### config.mk
export PLATFORM = sky130hd
export DESIGN_NAME = regfile_writeback
export DESIGN_NICKNAME = d
export VERILOG_FILES = /design/src/rtl/regfile_writeback.sv
export SDC_FILE = /design/constraint.sdc
export NUM_CORES = 1
export LEC_CHECK = 0
export CAP_MARGIN = 20
export CORE_UTILIZATION = 42
export DETAILED_ROUTE_END_ITERATION = 7
export PLACE_DENSITY_LB_ADDON = 0.25
export SLEW_MARGIN = 20
export SYNTH_ARGS = -nofsm -noshare
export SYNTH_HDL_FRONTEND = slang
export SYNTH_SLANG_ARGS = --single-unit
### constraint.sdc
create_clock -name clk -period 5.3 [get_ports clk]
set_clock_uncertainty 0.1 [all_clocks]
set_input_delay 1.59 -clock clk [delete_from_list [all_inputs] [get_ports clk]]
set_output_delay 1.59 -clock clk [all_outputs]
set_load 0.1 [all_outputs]
### src/rtl/regfile_writeback.sv
// Writeback stage: clears registers 1..2^I-1 after reset, then forwards one
// selected result per accepted transfer to the register file write port.
module regfile_writeback #(
  parameter int I = 5,
  parameter int D = 32
) (
  input  logic         clk,
  input  logic         reset,
  input  logic         in_valid,
  output logic         in_ready,
  input  logic         in_regwrite,
  input  logic [I-1:0] in_wa,
  input  logic [1:0]   in_resultsrc,
  input  logic [D-1:0] in_aluresult,
  input  logic [D-1:0] in_readdata,
  input  logic [D-1:0] in_pcplus4,
  output logic         we3,
  output logic [I-1:0] wa3,
  output logic [D-1:0] wd3,
  output logic         fwd_valid,
  output logic [I-1:0] fwd_addr,
  output logic [D-1:0] fwd_data,
  output logic         init_done,
  output logic [15:0]  wb_count,
  output logic         sel_err
);

  typedef enum logic {INIT = 1'b0, RUN = 1'b1} state_t;

  localparam logic [I-1:0] ADDR_ONE  = I'(1);
  localparam logic [I-1:0] ADDR_LAST = {I{1'b1}};
  localparam logic [I-1:0] ADDR_ZERO = {I{1'b0}};

  state_t       state_r;
  logic [I-1:0] cnt_r;
  logic [D-1:0] result_s;

  // Select 11 is illegal; it falls back to the ALU result and is flagged separately.
  function automatic logic [D-1:0] select_result(
    input logic [1:0]   sel,
    input logic [D-1:0] alu,
    input logic [D-1:0] mem,
    input logic [D-1:0] pc4
  );
    logic [D-1:0] r;
    case (sel)
      2'b00:   r = alu;
      2'b01:   r = mem;
      2'b10:   r = pc4;
      default: r = alu;
    endcase
    return r;
  endfunction

  assign result_s  = select_result(in_resultsrc, in_aluresult, in_readdata, in_pcplus4);
  assign in_ready  = (state_r == RUN);
  assign fwd_valid = we3;
  assign fwd_addr  = wa3;
  assign fwd_data  = wd3;

  // Clear-sequence / writeback state machine with registered write-port outputs.
  always_ff @(posedge clk) begin
    if (reset) begin
      state_r   <= INIT;
      cnt_r     <= ADDR_ONE;
      we3       <= 1'b0;
      wa3       <= ADDR_ZERO;
      wd3       <= {D{1'b0}};
      init_done <= 1'b0;
      wb_count  <= 16'd0;
      sel_err   <= 1'b0;
    end else begin
      case (state_r)
        INIT: begin
          we3 <= 1'b1;
          wa3 <= cnt_r;
          wd3 <= {D{1'b0}};
          // Stop on the last address instead of wrapping, so register 0 stays untouched.
          if (cnt_r == ADDR_LAST) begin
            state_r   <= RUN;
            init_done <= 1'b1;
          end else begin
            cnt_r <= cnt_r + ADDR_ONE;
          end
        end
        RUN: begin
          if (in_valid) begin
            if (in_resultsrc == 2'b11) begin
              sel_err <= 1'b1;
            end else begin
              sel_err <= sel_err;
            end
            if (in_regwrite && (in_wa != ADDR_ZERO)) begin
              we3 <= 1'b1;
              wa3 <= in_wa;
              wd3 <= result_s;
              if (wb_count != 16'hFFFF) begin
                wb_count <= wb_count + 16'd1;
              end else begin
                wb_count <= wb_count;
              end
            end else begin
              we3 <= 1'b0;
            end
          end else begin
            we3 <= 1'b0;
          end
        end
        default: begin
          state_r <= INIT;
          cnt_r   <= ADDR_ONE;
          we3     <= 1'b0;
        end
      endcase
    end
  end

endmodule
---- Word-level counts from Yosys, hierarchy flattened ----
Index checks and enable logic that the tools add are counted.
Widths: inputs -> output; s select.
word-level totals
  flip-flop bits (word level) ............. 62
  logic and storage cells ................. 38
  output and inout port bits .............. 95
operators by class
  muxes and demuxes ....................... 12
  $add $sub $neg .......................... 2
  eq/ne operators ......................... 7
  reductions and logical operators ........ 7
  bitwise operators ....................... 2
operator list
  cell                   count
  $pmux 32 s2            2
  $mux 32                2
  $add 16x1->16 const B  1
  $ne 16x16->1 const B   1
  $mux 5                 2
  $pmux 5 s2             1
  $reduce_and 2->1       3
  $add 5x1->5 const B    1
  $eq 5x5->1 const B     1
  $reduce_bool 5->1      1
  $eq 2x2->1 const B     2
  $mux 1                 4
  $reduce_and 4->1       1
  $reduce_and 3->1       1
  $eq 2x1->1 const B     1
  $ne 2x1->1 const B     1
  $ne 2x2->1 const B     1
  $not 1->1              2
  $pmux 1 s2             1
  $logic_and 1x1->1      1

---- Depth between registers and ports, before layout ----
Gate-level depths: netlist of the first run.
  depth after elaboration ................. 5
  gate-level depth with buffers ........... 8

---- Worst setup path after synthesis of the first run ----
OpenSTA, ideal clock, no wires.
  path type ............................... input port to flip-flop
  start ................................... input port in_valid
  end ..................................... register wb_count[10]
  setup time .............................. 121 ps
  setup slack ............................. 2154 ps
  arrival ................................. 2925 ps
  stages .................................. 6
  cells stage by stage .................... buf_2 and4_1 o211ai_4 buf_6 nor4_2 mux2_4
on the way
  longest elaborated chain between the ends .. 1
ends and longest elaborated chain
  element                            RTL line  source
  from (decl)                        9         input logic in_valid,
  $reduce_and 4->1 (no source line)  -
  to (signal assigned)               98        wb_count <= wb_count + 16'd1;
  to (signal assigned)               100       wb_count <= wb_count;
  to (decl)                          24        output logic [15:0] wb_count,
Every way passes these cells.
A chain may end at the register's enable or synchronous reset.

---- Worst setup path in the final report of the first run ----
  start ................................... input port in_wa[2]
  end ..................................... register wa3[2], in the netlist fwd_addr[2]
on the way
  longest elaborated chain between the ends .. 4
  elaborated cells on any way between the ends .. 7
  classes of those cells .................. eq/ne: 1; mux: 3; reduce/logical: 3
ends and longest elaborated chain
  element                            RTL line  source
  from (decl)                        12        input logic [I-1:0] in_wa,
  $reduce_bool 5->1                  93        if (in_regwrite && (in_wa != ADDR_ZERO)) begin
  $logic_and 1x1->1                  93
  $ne 2x1->1 (no source line)        -
  $reduce_and 2->1 (no source line)  -
  to (signal assigned)               76        wa3 <= cnt_r;
  to (signal assigned)               95        wa3 <= in_wa;
  to (decl)                          18        output logic [I-1:0] wa3,
Parallel ways exist; a longest one is shown, timed or not. The select of a mux whose other input is x is not followed.

==> impl_results.md, run 1 <==
* Status: completed
* Commonest non-fill, non-tap cell in the layout: clkdlybuf4s50_1
* Drt pass-1 iters at 5
* Mean Syn Cell Area at 7.68 sq um
* Syn_nets at 571
* Clk pwr share at 34.4%
* CTS Buf Count at 9
* First-pass GRT wire length at 17.2 mm
* FMAX at 270 MHz
* GR Overflow Total at 0
* CP max FO at 38
* Initial core utilization at 43.0%
* Switch share at 27.3%
* Post-CTS Resized at 0
* Setup crit end kind: flop
* Post-DR wirelength/cell at 15.3 microns
* R2R depth at 5
* Vias at 3811
* CP max stage cell: o211ai_4
* Setup Crit Path Kind: in2reg
* Die ar. at 8750 sq um
* Register Area at 1240 sq um
* CTS Hold Buffers Added at 0
* Number of synthesized register bits at 62
* Initial DRC Count at 104
* HP Class: reg2reg
* GPL Wtd Cong at 0.873
* # IOs at 202
* Min Tclk post-route at 3700 ps
* Largest net degree at the start of global routing at 39
* Post-synth EDFFs at 0
* CTS tree: built
* Final Setup Violations at 0
* Antenna-violating nets left at 0
* Crit path arrival time at 3850 ps
* Worst VDD drop at 0.114 mV
* Commonest cells after routing, fill and taps aside: 201 x clkdlybuf4s50_1, 105 x nand2_1, 62 x dfxtp_1, 44 x a21oi_1, 35 x o21ai_0
* R2R setup slack at 3030 ps
* Setup bufs post-CTS at 0
* Max_cap viols at 0
* Count of different cell masters after synthesis at 41
* Chip width at 93.5 microns
* Total number of yosys warnings at 0
* Leak pwr at 1.87 nW
* Worst-Skew Late Latency at 330 ps
* Sw power at 289 uW
* Cell Pwr Density at 194 nW/um^2
* Reg-to-Reg End: wb_count[14]$_SDFFE_PP0P_
* Root buf cell: clkbuf_8
* Max stage delay on crit path at 790 ps
* Layout overhead on the synthesized area at 55.7%
* Combinational Power Share at 20.6%
* Max clock buf depth at 2
* Seq/Total Area, Yosys at 35.3%
* Slew HR at 30.6%
* CP required at 5440 ps
* # nets final at 720
* Min-delay src: fwd_data[12]$_SDFFE_PP0P_
* Initial antenna violation count at 0
* Via/cell ratio at 5.32
* # fillers at 697
* Post-Syn Area at 3520 sq um
* Worst-Margin Slew at 1040 ps
* Layout cell share with drive strength beyond 1 at 5.56%
* Total Power at 1.06 mW
* Antenna Cells at 0
* Drt total wl at 11.0 mm
* Clk slew on worst S/H paths at 60 ps
* Hold Crit Endpoint: fwd_data[12]$_SDFFE_PP0P_
* Fin Setup TNS at 0 ps
* Hold path cells at 2
* Synth Instances at 458
* Sequential power share at 45.0%
* Internal power at 771 uW
* Reg-to-reg startpoint: wb_count[0]$_SDFFE_PP0P_
* Critical path launch point type: primary input
* Row count at 33
* Asr flop ratio synth at 0%
* Area of the multi-input gates at 1850 sq um
* Post-detail-place hpwl at 8.13 mm
* Vias in the first global route at 3507
* Core area at 8180 sq um
* All-Layer GR Usage at 25.3%
* Fin crit share at 69.9%
* Endpoints failing hold at 0
* Die height at 93.5 microns
* CTS HTree Levels at 3
* IO buf count at 201
* Crit-path cells: clkdlybuf4s50_1 > or4_4 > o211ai_4 > a32oi_1 > a211oi_1
* Top_reg_cell synth: dfxtp_1
* Clock sinks at 62
* RSZ-0062 raised after global routing: no
* DRC viols at 0
* Final slew viol count at 0
## power groups by stage
stage	clock [mW]	sequential, mW	combinational, mW
4_1_cts	0.373	0.477	0.219
6_report	0.365	0.477	0.218
3_5_place_dp	0	0.487	0.218
2_1_floorplan	0	0.503	0.0962
5_1_grt	0.399	0.477	0.237
3_3_place_gp	0	0.486	0.215
## through the flow
stage                     hold WS (ps)  setup slack, ps  area, sq um  utilization [%]  cells
after floorplan                    371             2150         3520                -    458
after global placement             355             1340         5290             64.7    700
after detailed placement           370             1240         5290             64.7    700
after CTS                          381             1570         5450             66.7    715
after global routing               405             1470         5480             67.0    716
final                              380             1600         5480             67.0    716
## layout make-up
type                       instances  area share, %
clock buffer                      14           2.97
clock inverter                     1         0.0914
inverter                           5          0.343
multi-input combinational        321           33.7
sequential                        62           22.7
tap                              105           2.40
timing repair buffer             208           37.8
## synth_stat cells (all sizes together), types with 5 or more instances
master | count | share of area (%)
o21ai | 36 | 5.1
buf | 46 | 9.6
clkbuf | 24 | 2.6
nor2 | 18 | 1.9
inv | 5 | 0.53
a211oi | 5 | 1.1
nor2b | 5 | 0.89
a32oi | 5 | 1.2
mux2 | 5 | 1.8
nand2 | 105 | 11
nor4 | 5 | 1.6
o31ai | 8 | 1.7
dfxtp | 62 | 35
a21oi | 44 | 6.3
or4 | 9 | 2.0
nand4 | 10 | 1.8
a22oi | 32 | 6.8
ha | 6 | 2.1
## metal layers
layer  wire length, microns  global-route usage (%)
met1                   4470                    31.6
met2                   5510                    42.3
met4                    167                    8.33
met5                      0                       0
met3                    841                    6.34
## cells by family (layout without fill, tap and decap cells)
kind of cell | count (synthesis) | count (layout) | share of synthesized area [%]
multiplexers | 6 | 6 | 2.10
buffers and inverters | 75 | 228 | 12.7
AND/OR/NAND/NOR | 168 | 168 | 22.4
flip-flops | 62 | 62 | 35.3
AO/OA/AOI/OAI | 138 | 138 | 24.6
adder cells (fa/ha/maj) | 6 | 6 | 2.13
XOR/XNOR | 3 | 3 | 0.747
## critical path: cells and delay by family
kind                   cells  cell delay [ps]
and+or+nand+nor            1              610
AOI/OAI and AO/OA          3             1220
buffers and inverters      1              430
## worst max path at each step
| stage | start | cells after the start | to | slack (ps) |
|---|---|---|---|---|
| after global routing | in_wa[2] | 5 | fwd_addr[4]$_SDFFE_PP0P_ | 1470 |
| after global placement | in_wa[2] | 5 | fwd_addr[2]$_SDFFE_PP0P_ | 1340 |
| after CTS | wb_count[0]$_SDFFE_PP0P_ | 1 | wb_count[0] | 1570 |
| after detailed placement | in_wa[2] | 5 | fwd_addr[2]$_SDFFE_PP0P_ | 1240 |
| after floorplan | in_valid | 6 | wb_count[10]$_SDFFE_PP0P_ | 2150 |
| final | in_wa[2] | 5 | fwd_addr[2]$_SDFFE_PP0P_ | 1600 |
## registers in the layout, summed over array words and instances, names as in the netlist
| register | count |
|---|---|
| fwd_data | 32 |
| wb_count | 16 |
| cnt_r | 5 |
| fwd_addr | 5 |
| fwd_valid | 1 |
| in_ready | 1 |
| init_done | 1 |
| sel_err | 1 |
No activity file was read; power rests on OpenSTA's default activity.
==> run 2: changes to the inputs <==
Settings changed: CORE_UTILIZATION 42 to 35.
Clock period 5.3 ns to 3.3 ns, I/O delays scaled along.
==> impl_results.md, run 2 (synthesis results as in run 1) <==
* GPL Wtd Cong at 0.864
* Setup Crit Path Kind: in2reg
* HP Class: reg2reg
* Max reg flops at 32
* Initial antenna violation count at 0
* Inst Count DP at 736
* Core area at 9770 sq um
* Leak pwr at 2.10 nW
* First-pass GRT wire length at 16.1 mm
* Critical path launch point type: primary input
* Die ar. at 10500 sq um
* Antenna-violating nets left at 0
* Final Setup Violations at 0
* Row count at 36
* DRC viols at 0
* Worst-Margin Slew at 550 ps
* CP delay by family, top: simple AND/OR/NAND/NOR gates
* Fin crit share at 82.5%
* RSZ-0062 raised after global routing: no
* CTS HTree Levels at 3
* GR Overflow Total at 0
* Worst-Skew Late Latency at 340 ps
* Chip width at 102 microns
* Max clock buf depth at 2
* Crit path arrival time at 2860 ps
* Commonest cells after routing, fill and taps aside: 108 x buf_4, 106 x clkdlybuf4s50_1, 105 x nand2_1, 62 x dfxtp_1, 44 x a21oi_1
* Die height at 102 microns
* CP max FO at 14
* Vias at 3844
* Clock sinks at 62
* CTS Buf Count at 9
* # fillers at 945
* Post-CTS Resized at 0
* FMAX at 367 MHz
* Worst VDD drop at 0.158 mV
* Drt total wl at 10.8 mm
* Layout overhead on the synthesized area at 52.6%
* Vias in the first global route at 3406
* Max stage delay on crit path at 610 ps
* Post-detail-place hpwl at 8.31 mm
* Crit-path cells: clkdlybuf4s50_1 > or4_4 > o211ai_4 > nor4_2 > mux2_4
* # IOs at 202
* Status: completed
* All-Layer GR Usage at 19.9%
* IO buf count at 201
* Slew HR at 63.0%
* Total Power at 1.85 mW
* Cell Pwr Density at 345 nW/um^2
* Post-DR wirelength/cell at 14.4 microns
* Setup WS pre-CTS at 230 ps
* Commonest non-fill, non-tap cell in the layout: buf_4
* CP required at 3430 ps
* Buf+Inv Stages, Crit Path at 1
* Clk slew on worst S/H paths at 70 ps
* Endpoints failing hold at 0
* Layout cell share with drive strength beyond 1 at 22.5%
* Min Tclk post-route at 2720 ps
* Root buf cell: clkbuf_8
* Final slew viol count at 0
* CTS Hold Buffers Added at 0
* Largest net degree at the start of global routing at 65
* Max_cap viols at 0
* Drt pass-1 iters at 5
* Post-Layout Cell Count at 752
* Via/cell ratio at 5.11
* # nets final at 727
* CTS tree: built
* Hold Worst Slack at 379 ps
* Fin Setup TNS at 0 ps
* CP max stage cell: or4_4
* Antenna Cells at 0
* Setup bufs post-CTS at 0
* Initial core utilization at 36.0%
* Setup crit end kind: flop
* Setup ws final at 576 ps
* Initial DRC Count at 122
run 2: cell type report:
class | count | area [sq um] | share of cell area [%]
clock inverters | 6 | 86.3 | 1.61
repair buffers | 215 | 1890 | 35.2
multi-input cells | 321 | 1840 | 34.2
inverters | 5 | 18.8 | 0.349
well taps | 133 | 166 | 3.10
flip-flops and latches | 62 | 1240 | 23.1
clock buffers | 10 | 128 | 2.38
run 2: report_power, final:
group / leakage, nW / internal (mW) / total (mW) / switching, mW
registers: 0.501 / 0.757 / 0.765 / 0.00841
logic: 1.49 / 0.174 / 0.353 / 0.179
clock network: 0.106 / 0.424 / 0.735 / 0.311
total: 2.10 / 1.36 / 1.85 / 0.498
run 2: worst paths after layout:
path                          endpoint  cells after the start                       from  slack, ps
max          wb_count[10]$_SDFFE_PP0P_                      5                   in_wa[2]        580
min          fwd_data[24]$_SDFFE_PP0P_                      2  fwd_data[24]$_SDFFE_PP0P_        380
min reg2reg  fwd_data[24]$_SDFFE_PP0P_                      2  fwd_data[24]$_SDFFE_PP0P_        380
max reg2reg   wb_count[0]$_SDFFE_PP0P_                      5   wb_count[1]$_SDFFE_PP0P_       1180
run 2: worst min-delay path, cell delays in order, from the launching register on:
cell and delay [ps]:
dfxtp_1 320, nand2_1 60, a21oi_1 50
run 2: per-layer routing:
layer | wire length, microns | track usage [%]
met1 | 4480 | 24.3
met2 | 5590 | 34.7
met3 | 676 | 4.92
met4 | 87 | 5.60
met5 | 0 | 0
run 2: per-stage QoR:
step | area, sq um | util, %
floorplan | 3520 | -
global placement | 5160 | 52.8
detailed placement | 5160 | 52.8
CTS | 5370 | 54.9
global route | 5370 | 54.9
finish | 5370 | 54.9
